[config.mk]
export PLATFORM = sky130hd
export DESIGN_NAME = store_align_buffer
export DESIGN_NICKNAME = d
export VERILOG_FILES = /design/src/rtl/store_align_buffer.sv
export SDC_FILE = /design/constraint.sdc
export NUM_CORES = 1
export LEC_CHECK = 0
export CAP_MARGIN = 20
export CORE_AREA = 8 8 132 134
export CTS_CLUSTER_SIZE = 40
export DETAILED_ROUTE_END_ITERATION = 10
export DIE_AREA = 0 0 140 142
export GPL_TIMING_DRIVEN = 1
export HOLD_SLACK_MARGIN = 0.15
export PLACE_DENSITY = 0.75
export SLEW_MARGIN = 20
export SYNTH_ARGS = -nofsm -noshare
export SYNTH_HDL_FRONTEND = slang
export SYNTH_SLANG_ARGS = --single-unit
export TNS_END_PERCENT = 5
[constraint.sdc]
create_clock -name clk -period 6.25 [get_ports clk]
set_input_delay 0.9375 -clock clk [delete_from_list [all_inputs] [get_ports clk]]
set_output_delay 0.9375 -clock clk [all_outputs]
set_load 0.005 [all_outputs]
[src/rtl/store_align_buffer.sv]
// Store alignment and 2-entry write buffer between the memory stage and the data memory write port.
// Optional build macro STORE_MISALIGN_TRAP_EN: reject misaligned stores and pulse MisalignedStore.
module store_align_buffer (
  input  logic        clk,
  input  logic        reset,
  input  logic        StoreValid,
  output logic        StoreReady,
  input  logic [31:0] StoreAddr,
  input  logic [31:0] StoreData,
  input  logic [2:0]  WidthSrc,
  output logic        MemWriteEn,
  input  logic        MemReady,
  output logic [31:0] MemAddr,
  output logic [31:0] MemWriteData,
  output logic [3:0]  MemByteEn,
  output logic        BufferEmpty,
  output logic        MisalignedStore
);

  // state | meaning
  // EMPTY | no pending stores
  // ONE   | one entry pending at headPtr
  // FULL  | both entries pending, stores back-pressured
  typedef enum logic [1:0] {
    EMPTY = 2'd0,
    ONE   = 2'd1,
    FULL  = 2'd2
  } occState_t;

  occState_t   state, nextState;
  logic [29:0] entryAddr [2];
  logic [31:0] entryData [2];
  logic [3:0]  entryBe   [2];
  logic        headPtr, tailPtr;

  logic [1:0]  off, effOff;
  logic        isByte, isHalf, isReserved;
  logic [31:0] alignData;
  logic [3:0]  alignBe;
  logic        offerOk, doPush, doPop;
  logic        unusedWidthBit;

  assign unusedWidthBit = WidthSrc[2];

  // Offsets are forced down for misaligned halfwords/words; with the trap
  // enabled those stores never get pushed, so the forcing is harmless there.
  always_comb begin
    off        = StoreAddr[1:0];
    isByte     = (WidthSrc[1:0] == 2'b10);
    isHalf     = (WidthSrc[1:0] == 2'b01);
    isReserved = (WidthSrc[1:0] == 2'b11);
    effOff     = 2'b00;
    alignData  = StoreData;
    alignBe    = 4'b1111;
    if (isByte) begin
      effOff    = off;
      alignData = {4{StoreData[7:0]}};
      alignBe   = 4'b0001 << effOff;
    end else if (isHalf) begin
      effOff    = {off[1], 1'b0};
      alignData = {2{StoreData[15:0]}};
      alignBe   = 4'b0011 << effOff;
    end
  end

  assign StoreReady  = (state != FULL);
  assign MemWriteEn  = (state != EMPTY);
  assign BufferEmpty = (state == EMPTY);
  assign offerOk     = StoreValid && StoreReady && !isReserved;
  assign doPop       = MemWriteEn && MemReady;

`ifdef STORE_MISALIGN_TRAP_EN
  logic isMisaligned;
  logic misFlag;

  assign isMisaligned = (isHalf && off[0]) || ((WidthSrc[1:0] == 2'b00) && (off != 2'b00));
  assign doPush       = offerOk && !isMisaligned;

  always_ff @(posedge clk or posedge reset) begin
    if (reset) misFlag <= 1'b0;
    else       misFlag <= offerOk && isMisaligned;
  end

  assign MisalignedStore = misFlag;
`else
  assign doPush          = offerOk;
  assign MisalignedStore = 1'b0;
`endif

  always_comb begin
    nextState = state;
    unique case (state)
      EMPTY: if (doPush) nextState = ONE;
      ONE: begin
        if (doPush && !doPop)      nextState = FULL;
        else if (doPop && !doPush) nextState = EMPTY;
      end
      FULL:    if (doPop) nextState = ONE;
      default: nextState = EMPTY;
    endcase
  end

  always_ff @(posedge clk or posedge reset) begin
    if (reset) begin
      state   <= EMPTY;
      headPtr <= 1'b0;
      tailPtr <= 1'b0;
      for (int i = 0; i < 2; i++) begin
        entryAddr[i] <= '0;
        entryData[i] <= '0;
        entryBe[i]   <= '0;
      end
    end else begin
      state <= nextState;
      if (doPush) begin
        entryAddr[tailPtr] <= StoreAddr[31:2];
        entryData[tailPtr] <= alignData;
        entryBe[tailPtr]   <= alignBe;
        tailPtr            <= ~tailPtr;
      end
      if (doPop) headPtr <= ~headPtr;
    end
  end

  assign MemAddr      = MemWriteEn ? {entryAddr[headPtr], 2'b00} : 32'h0;
  assign MemWriteData = MemWriteEn ? entryData[headPtr] : 32'h0;
  assign MemByteEn    = MemWriteEn ? entryBe[headPtr] : 4'h0;

endmodule

==> results of run 1 <==
==> sequential cells by signal (all words and copies together), names as in the netlist <==
register / count
tailPtr: 1
entryData: 64
state: 2
entryAddr: 60
headPtr: 1
entryBe: 8
==> power by group through the flow <==
stage | sequential (mW) | combinational (mW) | clock [mW]
floorplan | 1.42 | 0.952 | 0
global placement | 1.52 | 1.47 | 0
detailed placement | 1.56 | 1.51 | 0
CTS | 1.55 | 1.52 | 1.01
global route | 1.60 | 1.63 | 1.04
finish | 1.54 | 1.49 | 0.982
==> cells by family after synthesis <==
kind of cell / share of synthesized area (%)
buf+inv: 3.98
other cells: 0.0560
mux: 38.6
flops: 50.8
simple gates: 5.38
compound gates: 0.859
xor+xnor: 0.374
==> path summary, 6_finish.rpt <==
| kind | start | endpoint | slack (ns) | cells after the start |
|---|---|---|---|---|
| worst max register to register | state[1] | entryData[11] | 4.17 | 5 |
| min in group asynchronous | reset | entryData[1] | 0.99 | 2 |
| max in group asynchronous | reset | entryData[19] | 3.91 | 3 |
| worst max-delay path | state[1] | MemWriteData[9] | 2.52 | 5 |
| worst min register to register | entryAddr[32] | entryAddr[32] | 0.48 | 1 |
| worst min-delay path | entryAddr[32] | entryAddr[32] | 0.48 | 1 |
==> synth_stat cells <==
cell type / n / share of area [%]
nand3_2: 1 / 0.15
buf_6: 7 / 1.2
o22ai_1: 1 / 0.093
a21boi_2: 1 / 0.17
nor2_1: 67 / 3.8
buf_4: 7 / 0.78
conb_1: 1 / 0.056
a21oi_1: 3 / 0.22
nor2b_1: 3 / 0.28
nor3_4: 1 / 0.24
mux2i_1: 96 / 14
inv_1: 7 / 0.39
o21ai_0: 3 / 0.22
nor3b_1: 1 / 0.11
nor2b_2: 1 / 0.13
nand2b_1: 3 / 0.28
mux2_2: 109 / 18
buf_2: 18 / 1.3
dfrtp_1: 136 / 51
xnor2_1: 1 / 0.13
nand3b_1: 2 / 0.22
a21bo_2: 1 / 0.15
xnor2_2: 1 / 0.24
clkbuf_1: 5 / 0.28
mux2_1: 35 / 5.9
nand2_1: 2 / 0.11
or2_2: 1 / 0.093
==> metrics by stage <==
step / setup slack, ns / cell area (um^2) / std cells / hold slack, ns
after floorplan: 1.67 / 6710 / 516 / 0.457
after global placement: 2.73 / 8160 / 816 / 0.467
after detailed placement: 2.65 / 8160 / 816 / 0.474
after CTS: 2.48 / 8740 / 848 / 0.486
after global routing: 2.37 / 8760 / 849 / 0.502
final: 2.52 / 8760 / 849 / 0.483
==> final cells by class <==
type / instances / area [um^2]
flip-flops and latches: 136 / 3410
inverters: 7 / 31.3
clock inverters: 7 / 92.6
well taps: 192 / 240
fillers: 1288 / 6660
repair buffers: 146 / 1450
multi-input cells: 336 / 3040
clock buffers: 25 / 495
==> layer usage <==
layer  GRT usage [%]  wire [um]
met3            6.37       1100
met2            30.1       8350
met5               0          0
met1            19.7       7050
met4            4.69        157
==> summary.txt, run 1 <==
STA
  – Fin crit share: between 50 and 60%
  – Final setup fails: 0
  – Final Skew: around 0.0032 ns
  – Fin. max-slew vios: 0
  – RSZ-0062 raised after global routing: false
  – Fin. Hold Viols: 0
  – Final Critical Period: about 3.7 ns
  – Rel. slew slack: about 38%
  – Worst Max-Slew Pin Slew: 0.934 ns
  – Fmax: 268 MHz
  – Sum Neg Setup Slack: 0 ns

Floorplanning
  – Starting Density: 43.4%
  – # IOs: 143
  – Chip Height: between 100 and 150 um
  – Die width: 140 um
  – Die area: between 0.015 and 0.02 mm^2
  – Area of the core: around 0.015 mm^2
  – Standard-cell rows: 46

Drt
  – Routed vias/inst: 5.20
  – DR WL/cell: between 15 and 20 um
  – Post-route ant nets: 0
  – Vias: roughly 4,400
  – Routed wire length: between 15,000 and 20,000 um
  – Iter 0 DRT Violations: 169
  – DRC errors left: 0
  – DRT Pass-1 Iters: 4

Power
  – Net Sw Power: roughly 1.2 mW
  – Switching Fraction: slightly below 30%
  – Leakage: 3.81 nW
  – PnR Total Power: roughly 4 mW
  – Share of power burned in registers: about two fifths
  – P_int: approximately 2.8 mW
  – PwrDens: about 460 mW/mm^2
  – Combinational power share: between 30% and 40%
  – Maximum vdd ir drop: 0.195 mV
  – Clock power frac: 24.5%

Global route
  – Tot GR Track Use: approximately 17%
  – Global route overflow: 0
  – Initial antenna violation count: 0
  – Number of global-route vias before repair: approximately 5,000
  – First-pass GRT wire length: between 20,000 and 30,000 um
  – Largest net degree at the start of global routing: 74

Logic synthesis
  – Synth Warn #: 0
  – Mean post-synth cell area: ~13 um^2
  – Register area share after synthesis: 50.8%
  – Post-synthesis cell type count: 27
  – Synthesized flop and latch total: 136
  – Cells after Synth: around 500
  – Synth Cell Area: between 0.006 and 0.007 mm^2

Worst setup path
  – Arr. time, crit path: roughly 2.8 ns
  – Crit Path Class: reg2out
  – Crit-path slowest cell: buf_4
  – CP peak stage delay: roughly 0.55 ns
  – CP bufs+invs: 3
  – Crit path capture type: output port
  – Max FO, Critical Path: 43
  – Critical path cell sequence: or2_2 > inv_2 > buf_4 > nor2_1 > clkdlybuf4s50_1
  – CP required: 5.31 ns
  – Top delay family on crit path: buffers and inverters
  – Startpoint Class: register

Finish
  – Most frequent cells in the layout: clkdlybuf4s50_1, dfrtp_1, mux2_2
  – Leading cell type in the layout, fill and taps excluded: clkdlybuf4s50_1
  – Nets: between 700 and 800
  – Ant diodes: 0
  – Synth-to-Final Area Change: 30.8%
  – Share of cells above drive strength 1: around a quarter
  – Post-layout util: between 50% and 60%

CTS
  – Cts repair resizes: 0
  – Num CTS Buffers: 17
  – CTS tree: done
  – CTS clk-pin slew, worst paths: 0.06 ns
  – H-Tree Level Count: 4
  – Hold-fix buffers, CTS: 0
  – Post-CTS Setup Bufs: 0
  – CTS root buf: clkbuf_16
  – Clock Latency Late Sink: 0.41 ns
  – # clock sinks: approximately 140
  – Clk buf depth: 2

Worst hold path
  – Hold crit path type: reg2reg

Placement
  – Final Wtd Congestion: between 0.8 and 0.9
  – Dpl hpwl: 11,200 um
  – PortBufs: ~140

Status
  – Outcome: finished, final reports clean

Flow run
  – # Max-Cap Violations: 0
No activity file was read; power rests on OpenSTA's default activity.
==> inputs of run 2 (changes only) <==
--- a/config.mk
+++ b/config.mk
@@ -12,7 +12,7 @@
 export DIE_AREA = 0 0 140 142
 export GPL_TIMING_DRIVEN = 1
 export HOLD_SLACK_MARGIN = 0.15
-export PLACE_DENSITY = 0.75
+export PLACE_DENSITY = 0.77
 export SLEW_MARGIN = 20
 export SYNTH_ARGS = -nofsm -noshare
 export SYNTH_HDL_FRONTEND = slang
==> constraint.sdc (replaced) <==
create_clock -name clk -period 3.4 [get_ports clk]
set_input_delay 0.51 -clock clk [delete_from_list [all_inputs] [get_ports clk]]
set_output_delay 0.51 -clock clk [all_outputs]
set_load 0.005 [all_outputs]
==> run 2 against run 1 <==
Combinational power rose by 91%; critical path type unchanged; die area did not move; critical path depth did not move; largest power group is now combinational cells; first-iteration DRC count rose by 48%; via count fell by 0.20%; setup slack got worse by 2.0 ns.
==> summary.txt, run 2 (synthesis gave the netlist of run 1 again) <==
Status
  – Outcome: finished, final reports clean

Worst setup path
  – Reg2Reg Launch Point: state[1]
  – CP bufs+invs: 3
  – R2R setup slack: ~1.5 ns
  – R2r endpoint: entryAddr[4]
  – Crit-path slowest cell: clkdlybuf4s50_1
  – Arr. time, crit path: between 2 and 2.5 ns
  – Startpoint Class: register
  – CP required: ~2.9 ns
  – Worst reg-to-reg path cell count: 5
  – Top delay family on crit path: buffers and inverters
  – Crit path capture type: output port
  – Crit Path Class: reg2out
  – Critical path cell sequence: or2_2 > inv_2 > buf_4 > nor2_1 > clkdlybuf4s50_1
  – Max FO, Critical Path: 19
  – CP peak stage delay: between 0.4 and 0.5 ns

Placement
  – Dpl hpwl: 11,300 um
  – PortBufs: 138
  – Final Wtd Congestion: between 0.7 and 0.8
  – Placed Area: 0.00824 mm^2
  – Placed cells: 821
  – DP Worst Slack: 0.767 ns

Power
  – Share of power burned in registers: between 30% and 40%
  – Maximum vdd ir drop: ~0.47 mV
  – Leakage: roughly 3.8 nW
  – PwrDens: about 830 mW/mm^2
  – PnR Total Power: roughly 7.3 mW
  – Clock power frac: between 20% and 30%
  – Combinational power share: between 30% and 40%
  – P_int: between 5 and 6 mW
  – Switching Fraction: between 20% and 30%
  – Net Sw Power: between 2 and 2.5 mW

Finish
  – Most frequent cells in the layout: clkdlybuf4s50_1, dfrtp_1, mux2_2
  – Leading cell type in the layout, fill and taps excluded: clkdlybuf4s50_1
  – Nets: slightly above 700
  – Ant diodes: 0
  – Largest register FFs: 64
  – Synth-to-Final Area Change: 31.2%
  – Largest Register: entryData
  – Fin area: 0.00879 mm^2
  – Regs by FF count: entryData: 64 flops, entryAddr: 60 flops, entryBe: 8 flops
  – Non-filler cells, final: 851
  – Post-layout util: between 50% and 60%
  – Share of cells above drive strength 1: a little under a quarter

Drt
  – Post-route ant nets: 0
  – DRT Pass-1 Iters: 4
  – Routed vias/inst: 5.18
  – DRC errors left: 0
  – Routed wire length: about 17,000 um
  – Iter 0 DRT Violations: between 200 and 300
  – DR WL/cell: roughly 20 um
  – Vias: roughly 4,400

Global route
  – First-pass GRT wire length: between 20,000 and 30,000 um
  – Global route overflow: 0
  – Largest net degree at the start of global routing: between 80 and 90
  – Number of global-route vias before repair: about 4,900
  – Tot GR Track Use: roughly 17%
  – Initial antenna violation count: 0

Worst hold path
  – Hold crit path type: reg2reg
  – Hold Crit Start: entryAddr[31]
  – Hold Path End: entryAddr[31]
  – WHS Path Cells: 1

STA
  – Fin crit share: about 85%
  – Final Critical Period: between 2 and 3 ns
  – WHS: 0.480 ns
  – Fin. Hold Viols: 0
  – RSZ-0062 raised after global routing: false
  – Fmax: ~350 MHz
  – Rel. slew slack: between 50% and 60%
  – Worst setup margin: approximately 0.52 ns
  – Final setup fails: 0
  – Worst Max-Slew Pin Slew: ~0.70 ns
  – Final Skew: 0.00648 ns
  – Fin. max-slew vios: 0
  – Sum Neg Setup Slack: 0 ns

Floorplanning
  – Standard-cell rows: 46
  – Die width: about 140 um
  – # IOs: roughly 140
  – Die area: 0.0199 mm^2
  – Area of the core: 0.0154 mm^2
  – Chip Height: about 140 um
  – Starting Density: between 40% and 50%

CTS
  – Clock Latency Late Sink: about 0.42 ns
  – Hold-fix buffers, CTS: 0
  – Num CTS Buffers: 17
  – Cts repair resizes: 0
  – Post-CTS Setup Bufs: 0
  – H-Tree Level Count: 4
  – CTS tree: done
  – CTS clk-pin slew, worst paths: approximately 0.05 ns
  – Clk buf depth: 2
  – # clock sinks: approximately 140
  – CTS root buf: clkbuf_16

Flow run
  – # Max-Cap Violations: 0
==> run 2: cell count changes in the layout (fill, tap and decap cells not counted) <==
| cell | delta |
|---|---|
| bufinv_16 | -1 |
| clkbuf_1 | +2 |
| buf_12 | +3 |
| clkinvlp_4 | -2 |
| inv_6 | -1 |
| buf_4 | +1 |
==> run 2: worst max-delay path by stage <==
stage | from | end | cells past startpoint
6_report | state[1] | MemWriteData[2] | 5
5_1_grt | headPtr | MemByteEn[1] | 4
4_1_cts | state[1] | MemWriteData[10] | 5
3_5_place_dp | WidthSrc[1] | entryData[55] | 4
3_3_place_gp | WidthSrc[1] | entryData[54] | 4
2_1_floorplan | reset | entryAddr[0] | 1
==> run 2: cell type report <==
class | instances | area [um^2]
Clock buffer | 27 | 503
Clock inverter | 3 | 40.0
Fill cell | 1272 | 6640
Inverter | 7 | 30.0
Multi-Input combinational cell | 336 | 3040
Sequential cell | 136 | 3410
Tap cell | 192 | 240
Timing Repair Buffer | 150 | 1520
==> run 2: power by group through the flow <==
stage | clock network (mW) | registers (mW) | logic, mW
2_1_floorplan | 0 | 2.60 | 1.75
3_3_place_gp | 0 | 2.72 | 2.80
3_5_place_dp | 0 | 2.80 | 2.88
4_1_cts | 1.75 | 2.77 | 2.90
5_1_grt | 1.84 | 2.86 | 3.07
6_report | 1.71 | 2.77 | 2.84
==> run 2: metal layers <==
| layer | share of wire (%) | track usage [%] |
|---|---|---|
| met5 | 0 | 0 |
| met4 | 1.3 | 5.94 |
| met3 | 5.7 | 5.97 |
| met2 | 50 | 29.6 |
| met1 | 43 | 19.8 |
==> run 2: worst reg2reg max path: cells and delay by family, from the launching register on <==
family / cells / cell delay (ns)
and+or+nand+nor: 2 / 0.49
buffers and inverters: 2 / 0.49
DFF: 1 / 0.42
muxes: 1 / 0.39
==> inputs of run 3 (changes only) <==
--- a/config.mk
+++ b/config.mk
@@ -12,7 +12,7 @@
 export DIE_AREA = 0 0 140 142
 export GPL_TIMING_DRIVEN = 1
 export HOLD_SLACK_MARGIN = 0.15
-export PLACE_DENSITY = 0.77
+export PLACE_DENSITY = 0.75
 export SLEW_MARGIN = 20
 export SYNTH_ARGS = -nofsm -noshare
 export SYNTH_HDL_FRONTEND = slang
==> constraint.sdc (replaced) <==
create_clock -name clk -period 3 [get_ports clk]
set_input_delay 0.45 -clock clk [delete_from_list [all_inputs] [get_ports clk]]
set_output_delay 0.45 -clock clk [all_outputs]
set_load 0.005 [all_outputs]
==> run 3 against run 2 <==
First-iteration DRC count is 42% lower; sequential cell count did not move; register-to-register slack got worse by 0.37 ns; wire length down 2.0%; power grew 17%; combinational power grew 13%; critical endpoint is now MemWriteData[0]; largest power group unchanged; highest routed layer unchanged.
==> summary.txt, run 3 (synthesis gave the netlist of run 1 again) <==
Floorplanning
  – Die area: approximately 0.02 mm^2
  – Starting Density: between 40% and 50%
  – Chip Height: 142 um
  – Die width: between 100 and 150 um
  – # IOs: about 140
  – Area of the core: between 0.015 and 0.02 mm^2
  – Standard-cell rows: 46

CTS
  – # clock sinks: roughly 140
  – Post-CTS Setup Bufs: 0
  – CTS root buf: clkbuf_16
  – Cts repair resizes: 0
  – H-Tree Level Count: 4
  – CTS clk-pin slew, worst paths: 0.06 ns
  – Clk buf depth: 2
  – CTS tree: done
  – Num CTS Buffers: 17
  – Clock Latency Late Sink: 0.41 ns
  – Hold-fix buffers, CTS: 0

STA
  – Rel. slew slack: about 53%
  – WHS: approximately 0.33 ns
  – Fmax: about 360 MHz
  – Fin. max-slew vios: 0
  – Final Critical Period: between 2 and 3 ns
  – Worst Max-Slew Pin Slew: about 0.7 ns
  – Final Skew: about 0.0063 ns
  – Sum Neg Setup Slack: 0 ns
  – Fin. Hold Viols: 0
  – Fin crit share: 92.5%
  – RSZ-0062 raised after global routing: false
  – Final setup fails: 0

Worst setup path
  – Crit Path Class: reg2out
  – Top delay family on crit path: buffers and inverters
  – R2r endpoint: entryAddr[8]
  – Worst reg-to-reg path cell count: 5
  – Arr. time, crit path: 2.32 ns
  – CP bufs+invs: 3
  – CP required: between 2 and 3 ns
  – R2R setup slack: about 1.1 ns
  – Crit path capture type: output port
  – Max FO, Critical Path: 23
  – Startpoint Class: register
  – Critical path cell sequence: or2_2 > inv_2 > buf_12 > nor2_1 > clkdlybuf4s50_1
  – Reg2Reg Launch Point: state[1]
  – CP peak stage delay: 0.51 ns
  – Crit-path slowest cell: clkdlybuf4s50_1

Placement
  – Final Wtd Congestion: ~0.78
  – PortBufs: roughly 140
  – Dpl hpwl: approximately 11,000 um
  – Placed Area: 0.00831 mm^2

Drt
  – Post-route ant nets: 0
  – Iter 0 DRT Violations: roughly 150
  – Top Layer Used: met4
  – Routed wire length: roughly 16,000 um
  – DRC errors left: 0
  – DRT Pass-1 Iters: 4
  – DR WL met2: between 8000 and 9000 um
  – DR WL/cell: 18.9 um
  – Met3 WL post-DR: ~1200 um
  – Metal-1 WL: approximately 7000 um
  – Routed vias/inst: ~5.1
  – Vias: about 4,400

Power
  – Maximum vdd ir drop: around 0.51 mV
  – Leakage: ~3.9 nW
  – PnR Total Power: 8.60 mW
  – PwrDens: 961 mW/mm^2

Finish
  – Nets: 725
  – Largest register FFs: between 60 and 70
  – Most frequent cells in the layout: clkdlybuf4s50_1, dfrtp_1, mux2_2
  – Synth-to-Final Area Change: 33.6%
  – Fin area: 0.00895 mm^2
  – Post-layout util: 58.0%
  – Share of cells above drive strength 1: 25.3%
  – Ant diodes: 0
  – Regs by FF count: entryData: 64 flops, entryAddr: 60 flops, entryBe: 8 flops
  – Largest Register: entryData
  – Leading cell type in the layout, fill and taps excluded: clkdlybuf4s50_1

Global route
  – Initial antenna violation count: 0
  – Largest net degree at the start of global routing: 78
  – Global route overflow: 0
  – Number of global-route vias before repair: approximately 5,000
  – First-pass GRT wire length: between 20,000 and 30,000 um
  – Tot GR Track Use: around 17%

Flow run
  – # Max-Cap Violations: 0

Worst hold path
  – Hold crit path type: in2async

Status
  – Outcome: finished, final reports clean
## run 3: worst max path at each step
stage | from | to | cells after the start
after floorplan | reset | entryAddr[0] | 1
after global placement | WidthSrc[1] | entryData[53] | 4
after detailed placement | WidthSrc[1] | entryData[21] | 4
after CTS | state[1] | MemWriteData[15] | 5
after global routing | state[1] | MemWriteData[0] | 5
final | state[1] | MemWriteData[0] | 5
## run 3: layout make-up
| class | instances | area [um^2] |
|---|---|---|
| tap | 192 | 240 |
| clock inverter | 14 | 198 |
| clock buffer | 18 | 439 |
| multi-input combinational | 336 | 3040 |
| sequential | 136 | 3410 |
| fill | 1239 | 6470 |
| timing repair buffer | 156 | 1590 |
| inverter | 7 | 30.0 |
## run 3: routing by layer
metal | vias up | track usage [%]
met1 | 2236 | 19.3
met4 | 0 | 4.17
li1 | 2069 | -
met5 | - | 0
met3 | 12 | 6.74
met2 | 106 | 29.4
## run 3: through the flow
stage / setup WS [ns] / std cells
2_1_floorplan: 0.857 / 516
3_3_place_gp: 0.451 / 827
3_5_place_dp: 0.417 / 827
4_1_cts: 0.191 / 859
5_1_grt: 0.125 / 859
6_report: 0.226 / 859
## run 3: power by group
group	internal (mW)	switching, mW	total [mW]
logic	1.99	1.24	3.22
clock network	1.42	0.795	2.21
registers	2.65	0.513	3.16
